[src/rtl/sm_result_buffer_if.sv]
// Result-buffer bus: stack-machine result stream in, show-ahead reader port
// and statistics out.
interface sm_result_buffer_if #(
  parameter int AW = 4
);
  logic        d_valid;
  logic [9:0]  pc;
  logic [19:0] out_data;
  logic [2:0]  err_code;
  logic        fin;
  logic        rd_ready;

  logic        rd_valid;
  logic [9:0]  rd_pc;
  logic [19:0] rd_data;
  logic [2:0]  rd_err;
  logic [AW:0] count;
  logic        full;
  logic        overflow;
  logic [10:0] ok_cnt;
  logic [10:0] err_cnt;
  logic [31:0] sum;
  logic        done;

  modport master (
    output d_valid, pc, out_data, err_code, fin, rd_ready,
    input  rd_valid, rd_pc, rd_data, rd_err, count, full, overflow,
           ok_cnt, err_cnt, sum, done
  );

  modport slave (
    input  d_valid, pc, out_data, err_code, fin, rd_ready,
    output rd_valid, rd_pc, rd_data, rd_err, count, full, overflow,
           ok_cnt, err_cnt, sum, done
  );
endinterface

[src/rtl/sm_result_buffer.sv]
// Show-ahead FIFO of stack-machine results with running statistics and a
// COLLECT/DRAIN/DONE sequencer that raises done once fin is seen and drained.
module sm_result_buffer #(
  parameter int DEPTH = 16,
  parameter int AW    = 4
) (
  input  logic clk,
  input  logic rst_n,
  sm_result_buffer_if.slave bus
);

  typedef enum logic [1:0] {COLLECT, DRAIN, DONE} state_t;

  localparam logic [AW:0] FULL_CNT = (AW + 1)'(DEPTH);

  state_t          state_q, state_d;
  logic [AW-1:0]   wr_ptr_q, wr_ptr_d;
  logic [AW-1:0]   rd_ptr_q, rd_ptr_d;
  logic [AW:0]     count_q, count_d;
  logic [32:0]     mem [DEPTH];
  logic [32:0]     head_q, head_d;
  logic [32:0]     wr_word;
  logic            overflow_q;
  logic [10:0]     ok_cnt_q, err_cnt_q;
  logic [31:0]     sum_q;

  logic            full, pop, accept, wr_en, drop;

  assign wr_word = {bus.pc, bus.out_data, bus.err_code};

  always_comb begin
    full     = (count_q == FULL_CNT);
    pop      = (count_q != '0) && bus.rd_ready;
    accept   = bus.d_valid && (state_q == COLLECT);
    wr_en    = accept && (!full || pop);
    drop     = accept && full && !pop;
    rd_ptr_d = pop   ? rd_ptr_q + AW'(1) : rd_ptr_q;
    wr_ptr_d = wr_en ? wr_ptr_q + AW'(1) : wr_ptr_q;
    count_d  = count_q;
    if (wr_en && !pop) begin
      count_d = count_q + (AW + 1)'(1);
    end else if (!wr_en && pop) begin
      count_d = count_q - (AW + 1)'(1);
    end
    // Next head is registered from the RAM; the slot being written this edge
    // is not in the RAM yet, so it is forwarded when it becomes the head.
    head_d = '0;
    if (count_d != '0) begin
      if (wr_en && (wr_ptr_q == rd_ptr_d)) begin
        head_d = wr_word;
      end else begin
        head_d = mem[rd_ptr_d];
      end
    end
  end

  always_comb begin
    state_d = state_q;
    case (state_q)
      COLLECT: if (bus.fin)        state_d = DRAIN;
      DRAIN:   if (count_q == '0)  state_d = DONE;
      DONE:                        state_d = DONE;
      default:                     state_d = COLLECT;
    endcase
  end

  always_ff @(posedge clk) begin
    if (wr_en) begin
      mem[wr_ptr_q] <= wr_word;
    end
  end

  always_ff @(posedge clk) begin
    if (!rst_n) begin
      state_q    <= COLLECT;
      wr_ptr_q   <= '0;
      rd_ptr_q   <= '0;
      count_q    <= '0;
      head_q     <= '0;
      overflow_q <= 1'b0;
      ok_cnt_q   <= '0;
      err_cnt_q  <= '0;
      sum_q      <= '0;
    end else begin
      state_q  <= state_d;
      wr_ptr_q <= wr_ptr_d;
      rd_ptr_q <= rd_ptr_d;
      count_q  <= count_d;
      head_q   <= head_d;
      if (drop) begin
        overflow_q <= 1'b1;
      end
      // Statistics follow the whole result stream, including dropped entries.
      if (accept) begin
        if (bus.err_code == 3'd0) begin
          if (!(&ok_cnt_q)) ok_cnt_q <= ok_cnt_q + 11'd1;
          sum_q <= sum_q + {{12{bus.out_data[19]}}, bus.out_data};
        end else begin
          if (!(&err_cnt_q)) err_cnt_q <= err_cnt_q + 11'd1;
        end
      end
    end
  end

  assign bus.rd_valid = (count_q != '0);
  assign bus.rd_pc    = head_q[32:23];
  assign bus.rd_data  = head_q[22:3];
  assign bus.rd_err   = head_q[2:0];
  assign bus.count    = count_q;
  assign bus.full     = full;
  assign bus.overflow = overflow_q;
  assign bus.ok_cnt   = ok_cnt_q;
  assign bus.err_cnt  = err_cnt_q;
  assign bus.sum      = sum_q;
  assign bus.done     = (state_q == DONE);

endmodule

[src/flat_wrapper.sv]
// flat-port wrapper written by rule: the top's interface ports become plain ports
module sm_result_buffer_flat 
#(
  parameter int DEPTH = 16,
  parameter int AW    = 4
)
  (clk, rst_n, bus_d_valid, bus_pc, bus_out_data, bus_err_code, bus_fin, bus_rd_ready, bus_rd_valid, bus_rd_pc, bus_rd_data, bus_rd_err, bus_count, bus_full, bus_overflow, bus_ok_cnt, bus_err_cnt, bus_sum, bus_done);
  sm_result_buffer_if #(.AW(AW)) bus_i ();
  input  logic clk;
  input  logic rst_n;
  input wire logic [$bits(bus_i.d_valid)-1:0] bus_d_valid;
  input wire logic [$bits(bus_i.pc)-1:0] bus_pc;
  input wire logic [$bits(bus_i.out_data)-1:0] bus_out_data;
  input wire logic [$bits(bus_i.err_code)-1:0] bus_err_code;
  input wire logic [$bits(bus_i.fin)-1:0] bus_fin;
  input wire logic [$bits(bus_i.rd_ready)-1:0] bus_rd_ready;
  output wire logic [$bits(bus_i.rd_valid)-1:0] bus_rd_valid;
  output wire logic [$bits(bus_i.rd_pc)-1:0] bus_rd_pc;
  output wire logic [$bits(bus_i.rd_data)-1:0] bus_rd_data;
  output wire logic [$bits(bus_i.rd_err)-1:0] bus_rd_err;
  output wire logic [$bits(bus_i.count)-1:0] bus_count;
  output wire logic [$bits(bus_i.full)-1:0] bus_full;
  output wire logic [$bits(bus_i.overflow)-1:0] bus_overflow;
  output wire logic [$bits(bus_i.ok_cnt)-1:0] bus_ok_cnt;
  output wire logic [$bits(bus_i.err_cnt)-1:0] bus_err_cnt;
  output wire logic [$bits(bus_i.sum)-1:0] bus_sum;
  output wire logic [$bits(bus_i.done)-1:0] bus_done;
  assign bus_i.d_valid = bus_d_valid;
  assign bus_i.pc = bus_pc;
  assign bus_i.out_data = bus_out_data;
  assign bus_i.err_code = bus_err_code;
  assign bus_i.fin = bus_fin;
  assign bus_i.rd_ready = bus_rd_ready;
  assign bus_rd_valid = bus_i.rd_valid;
  assign bus_rd_pc = bus_i.rd_pc;
  assign bus_rd_data = bus_i.rd_data;
  assign bus_rd_err = bus_i.rd_err;
  assign bus_count = bus_i.count;
  assign bus_full = bus_i.full;
  assign bus_overflow = bus_i.overflow;
  assign bus_ok_cnt = bus_i.ok_cnt;
  assign bus_err_cnt = bus_i.err_cnt;
  assign bus_sum = bus_i.sum;
  assign bus_done = bus_i.done;
  sm_result_buffer #(.DEPTH(DEPTH), .AW(AW)) u_core (.clk(clk), .rst_n(rst_n), .bus(bus_i));
endmodule
[config.mk]
export PLATFORM = sky130hd
export DESIGN_NAME = sm_result_buffer_flat
export DESIGN_NICKNAME = d
export VERILOG_FILES = /design/src/rtl/sm_result_buffer_if.sv /design/src/rtl/sm_result_buffer.sv /design/src/flat_wrapper.sv
export SDC_FILE = /design/constraint.sdc
export NUM_CORES = 1
export LEC_CHECK = 0
export CAP_MARGIN = 10
export CORE_ASPECT_RATIO = 0.75
export CORE_MARGIN = 1.5
export CORE_UTILIZATION = 35
export DETAILED_ROUTE_END_ITERATION = 7
export GPL_TIMING_DRIVEN = 1
export MAX_ROUTING_LAYER = met4
export PLACE_DENSITY_LB_ADDON = 0.08
export SLEW_MARGIN = 15
export SYNTH_ARGS = -nofsm -noshare
export SYNTH_HDL_FRONTEND = slang
export SYNTH_SLANG_ARGS = --single-unit
[constraint.sdc]
create_clock -name clk -period 6.98 [get_ports clk]
set_clock_uncertainty 0.05 [all_clocks]
set_input_delay 1.396 -clock clk [delete_from_list [all_inputs] [get_ports clk]]
set_output_delay 1.396 -clock clk [all_outputs]
set_load 0.02 [all_outputs]
# After elaboration in Yosys (flattened, before gate mapping)
# Memories as Yosys holds them, arrays and structs flattened. A register that Yosys moved wholly into a read port is not among the register bits.
# Index checks and enable logic that the tools add are counted.
word_totals:
  regBits: 70
  latchBits: 0
  mem_bits_rw: 528
  mem_bits_ro: 0
  inputBits: 38
  out_inout_bits: 96
  word_cells: 56
  n_memories: 1
mem_list:
  columns: ["memory", "words", "word_bits", "read_ports", "rd_clocked_by_memory_dff", "write_ports", "line_no", "source"]
  rows:
  - ["u_core.mem", 16, 33, 1, 1, 1, "sm_result_buffer.sv:20", "logic [32:0] mem [DEPTH];"]
classes:
  add_sub_neg: 7
  mul: 0
  div: 0
  magnitude_cmp: 0
  n_eq_ne: 5
  shifts: 0
  n_mux: 8
  bitwise: 3
  n_reduce_logical: 24
op_table:
  columns: ["op", "count"]
  rows:
  - ["32-bit adder", 1]
  - ["11-bit by 1-bit adder with 11-bit output, second input constant", 2]
  - ["11-bit AND reduction", 2]
  - ["5-bit 2-to-1 mux", 2]
  - ["5-bit nonzero test", 2]
  - ["4-bit by 1-bit adder with 4-bit output, second input constant", 2]
  - ["1-bit logical AND", 7]
  - ["2-bit case mux with 3 select lines", 1]
  - ["2-bit AND reduction", 3]
  - ["3-bit AND reduction", 2]
  - ["5-bit by 1-bit adder with 5-bit output, second input constant", 1]
  - ["5-bit == test, second input constant", 1]
  - ["5-bit zero test", 1]
  - ["5-bit by 1-bit subtractor with 5-bit output, second input constant", 1]
  - ["1-bit zero test", 4]
  - ["2-bit 2-to-1 mux", 2]
  - ["4-bit 2-to-1 mux", 1]
  - ["3-bit zero test", 1]
  - ["1-bit inverter", 3]
  - ["2-bit by 1-bit == test with 1-bit output, second input constant", 1]
  - ["2-bit == test, second input constant", 1]
  - ["2-bit zero test", 1]
  - ["1-bit 2-to-1 mux", 2]
  - ["2-bit by 1-bit inequality test with 1-bit output, second input constant", 1]
  - ["2 further kinds", 2]

# Longest topological paths before layout
depth:
  word_depth: 11
  mapped_depth: 14

# Worst setup path after synthesis
# No wires, ideal clock.
synth_path:
  path_kind: "input to register"
  from: "input port bus_d_valid"
  to: "memory u_core.mem[3][0], enable pin"
  setup_ns: 0.464
  arrival_time_ns: 4.455
  setup_slack_ns: 2.011
  path_stages: 4
  n_path_buf: 0
  path_cell_list: "nand2_1 -> nor2_1 -> nand2_1 -> nor3_1"
synth_via:
  elab_chain_cells: 4
synth_lines:
  columns: ["item", "line_no", "source"]
  rows:
  - ["start, declared", "flat_wrapper.sv:11", "input wire logic [$bits(bus_i.d_valid)-1:0] bus_d_valid;"]
  - ["1-bit logical AND", "sm_result_buffer.sv:34", "accept = bus.d_valid && (state_q == COLLECT);"]
  - ["1-bit logical AND", "sm_result_buffer.sv:35", "wr_en = accept && (!full || pop);"]
  - ["1-bit 2-to-1 mux", "sm_result_buffer.sv:68", "if (wr_en) begin"]
  - ["1-bit 2-to-1 mux (not written as such)", "sm_result_buffer.sv:69", "mem[wr_ptr_q] <= wr_word;"]
  - ["end, declared", "sm_result_buffer.sv:20", null]
# Every way passes these cells.

# Worst setup path in the final report
layout_path:
  from: "input port bus_rd_ready"
  to: "register u_core.head_q[28] (read register of u_core.mem)"
layout_via:
  elab_chain_cells: 10
layout_lines:
  columns: ["item", "line_no", "source"]
  rows:
  - ["start, declared", "flat_wrapper.sv:16", "input wire logic [$bits(bus_i.rd_ready)-1:0] bus_rd_ready;"]
  - ["1-bit logical AND (*)", "sm_result_buffer.sv:33", "pop = (count_q != '0) && bus.rd_ready;"]
  - ["1-bit logical OR", "sm_result_buffer.sv:35", null]
  - ["1-bit logical AND", "sm_result_buffer.sv:35", null]
  - ["1-bit zero test", "sm_result_buffer.sv:42", "end else if (!wr_en && pop) begin"]
  - ["1-bit logical AND", "sm_result_buffer.sv:42", null]
  - ["5-bit 2-to-1 mux", "sm_result_buffer.sv:42", null]
  - ["5-bit 2-to-1 mux", "sm_result_buffer.sv:40", "if (wr_en && !pop) begin"]
  - ["5-bit nonzero test", "sm_result_buffer.sv:48", "if (count_d != '0) begin"]
  - ["2-bit AND reduction (no line)", null, null]
  - ["1-bit zero test (no line)", null, null]
  - ["end, declared", "sm_result_buffer.sv:21", "logic [32:0] head_q, head_d;"]
# Every way passes the cells marked *; elsewhere a longest branch is shown, timed or not.
# A chain may end at the register's enable or synchronous reset.

==> impl_metrics.tcl <==
set metrics [dict create \
    outcome "finished clean" \
    synth_area_mm2 0.02985 \
    holdPathStages 2 \
    p_per_area_mw_per_mm2 348.8 \
    cts_inserted_buffers 70 \
    drive_gt1_share_pct 11.83 \
    synthSimpleGateAreaFrac_pct 5.696 \
    drtPass1Iterations 6 \
    synth-seq-cells 631 \
    synthMuxAreaShare_pct 14.02 \
    cp-end-kind "flip-flop" \
    drtAntennaViolNets 0 \
    clockRootBuffer "clkbuf_16" \
    num_rows 92 \
    wl_per_cell_um 26.27 \
    slew_violations 0 \
    async_reset_ff_share_pct 0 \
    viasPerCell 5.808 \
    syn_nets 2214 \
    synth_enable_flop_cells 528 \
    ioPinCount 134 \
    grt_max_degree 100 \
    coreArea_mm2 0.08426 \
    cts.reportedPaths.clkPinSlew_ns 0.06 \
    reg2reg_depth 8 \
    path_cells "clkdlybuf4s50_1 > and2_4 > nand2_2 > xnor2_1 > xnor2_1 > and3_2 > buf_4 > nand2_1 > a21oi_1" \
    worstMarginPinSlew_ns 1.174 \
    finalSetupViolations 0 \
    drt_wl_total_um 89920 \
    overflow 0 \
    p_leak_uw 0.01107 \
    synth-xor-area-share_pct 1.496 \
    hold_viol_final 0 \
    syn_inst 2131 \
    path_depth 9 \
    drt-initial-drc-count 1678 \
    fin_crit_sh_pct 66.95 \
    fin_crit_ns 4.673 \
    grt_setup_unrepaired "no" \
    min_path_type "flip-flop to flip-flop" \
    critical_path_class "primary input to flip-flop" \
    ctsResizeCount 0 \
    cts_setup_buffers 0 \
    fp.dieW_um 340.2 \
    cp.required_ns 7.46 \
    synth_fa_ha_area_share_pct 1.911 \
    cts_hold_buffers 0 \
    p_total_uw 12150 \
    peakVddDrop_v 0.0001771 \
    synth_warnings 0 \
    critPathMaxFanout 39 \
    die_h_um 255.9 \
    clock-sinks 631 \
    worst_path_max_delay_cell "and3_2" \
    arrival_ns 5.16 \
    critPathMaxStageDelay_ns 0.75 \
    synth_top_family_by_area "compound AO/OA/AOI/OAI gates" \
    num_vias 19881 \
    fmax_ghz 0.2140 \
    grt_pass1_vias 19563 \
    track_usage_pct 20.95 \
    critPathTopFamily "simple AND/OR/NAND/NOR gates" \
    cts.htree.levels 3 \
    portBuffers 133 \
    cap_viol_max_count 0 \
    critPathLaunchType "primary input" \
    syn_area_per_cell_um2 14.01 \
    dp_hpwl_um 52120 \
    ys.flop_type "edfxtp_1" \
    place_congestion 0.8353 \
    synth_seq_area_share_pct 60.02 \
    synthToLayoutAreaGrowth_pct 16.69 \
    synth.distinct_cells 62 \
    path_buf_inv 2 \
    cts_buffer_depth 3 \
    maxSlewHeadroom_pct 21.51 \
    synth_compound_area_share_pct 14.23 \
    insertion_delay_ns 0.62 \
    start_util_pct 35.43 \
    nets 2315 \
    antenna_found_initial 1 \
    dieArea_mm2 0.08707 \
    cts_tree "yes" \
    cp_common_cell "xnor2_1" \
    tns_ns 0 \
    drc 0 \
    grt_pass1_wl_um 132000 \
]
## report_power, final
group | switching, µW | total [µW] | internal [µW]
Clock | 1540 | 3730 | 2190
Sequential | 177 | 4480 | 4310
Combinational | 2280 | 3930 | 1650
Total | 4000 | 12200 | 8150
## registers in the layout, summed over array words and instances (netlist names)
register / count
u_core.rd_ptr_q: 4
u_core.bus.ok_cnt: 11
u_core.mem: 528
u_core.head_q: 33
u_core.state_q: 2
u_core.bus.count: 5
u_core.wr_ptr_q: 4
u_core.bus.sum: 32
u_core.bus.err_cnt: 11
u_core.bus.overflow: 1
## per-stage QoR
step | instances | hold slack [ns] | cell area (µm²) | utilization [%] | setup WS (ns)
2_1_floorplan | 2131 | 0.4594 | 29850 | - | 2.011
3_3_place_gp | 3288 | 0.4328 | 32540 | 38.61 | 1.647
3_5_place_dp | 3288 | 0.4401 | 32540 | 38.61 | 1.592
4_1_cts | 3418 | 0.4497 | 34830 | 41.33 | 2.244
5_1_grt | 3423 | 0.4675 | 34840 | 41.34 | 2.044
6_report | 3423 | 0.4475 | 34840 | 41.34 | 2.307
## cells in the mapped netlist (37+ instances only)
cell / n / area share (%)
and2_1: 42 / 0.88
a22oi_1: 136 / 3.4
nand2_1: 105 / 1.3
mux2i_1: 265 / 8.9
a21oi_1: 72 / 1.2
a22o_1: 97 / 2.8
xnor2_1: 37 / 1.1
buf_2: 39 / 0.65
a221oi_1: 99 / 2.9
ha_1: 44 / 1.8
clkbuf_1: 109 / 1.4
edfxtp_1: 528 / 53
mux4_2: 68 / 5.1
o21ai_0: 46 / 0.77
nand4_1: 48 / 1.0
dfxtp_1: 103 / 6.9
## cells by family after synthesis
| logic type | count (synthesis) |
|---|---|
| AOI/OAI and AO/OA | 561 |
| xor gates and xnor gates | 51 |
| adders and majority gates | 45 |
| buffers and inverters | 179 |
| DFF | 631 |
| muxes | 333 |
| and+or+nand+nor | 331 |
## final timing paths
path	from	endpoint	slack (ns)
worst max-delay path	bus_rd_ready	u_core.head_q[28]	2.31
worst min-delay path	u_core.bus.sum[26]	u_core.bus.sum[26]	0.45
worst max register to register	u_core.rd_ptr_q[1]	u_core.head_q[25]	2.48
worst min register to register	u_core.bus.sum[26]	u_core.bus.sum[26]	0.45
## layout by cell type (no fill, tap or decap), drive strengths merged, types with 6 or more instances in the layout
cell / instances
edfxtp: 528
mux2i: 265
a22oi: 136
clkdlybuf4s50: 131
nand2: 106
dfxtp: 103
a221oi: 99
a22o: 97
clkbuf: 95
a21oi: 72
mux4: 68
buf: 60
nand4: 48
o21ai: 46
ha: 44
and2: 43
xnor2: 37
nor2: 35
a32oi: 33
nand3: 30
clkinv: 22
inv: 21
nor3: 21
a21o: 15
xor2: 14
nor2b: 11
a21boi: 10
and3: 9
o21a: 7
o21bai: 7
a31oi: 7
nand2b: 6
o211a: 6
or3: 6
bufinv: 6
## worst register-to-register path, stage by stage, from the launching register on
cell and delay [ns]:
dfxtp_4 0.85, ha_4 0.98, and3_4 1.04, buf_4 0.64, a22o_1 0.25, a221oi_1 0.06
a22oi_1 0.23, nand4_1 0.13, a21oi_1 0.20
## routing by layer
| metal | vias up | part of all wire, % | GRT usage, % |
|---|---|---|---|
| met5 | - | 0 | - |
| met4 | 0 | 2.3 | 5.543 |
| met3 | 137 | 4.9 | 2.867 |
| met2 | 641 | 47 | 32.63 |
| met1 | 10215 | 46 | 28.77 |
| li1 | 8888 | - | - |
## cell type report
class / count / area [µm²]
antenna: 5 / 12.51
clock buffer: 95 / 1949
clock inverter: 35 / 342.8
fill: 7756 / 49420
inverter: 17 / 63.81
multi-input combinational: 1321 / 11350
sequential: 631 / 17920
tap: 1128 / 1411
timing repair buffer: 191 / 1782
No activity file was read; power rests on OpenSTA's default activity.
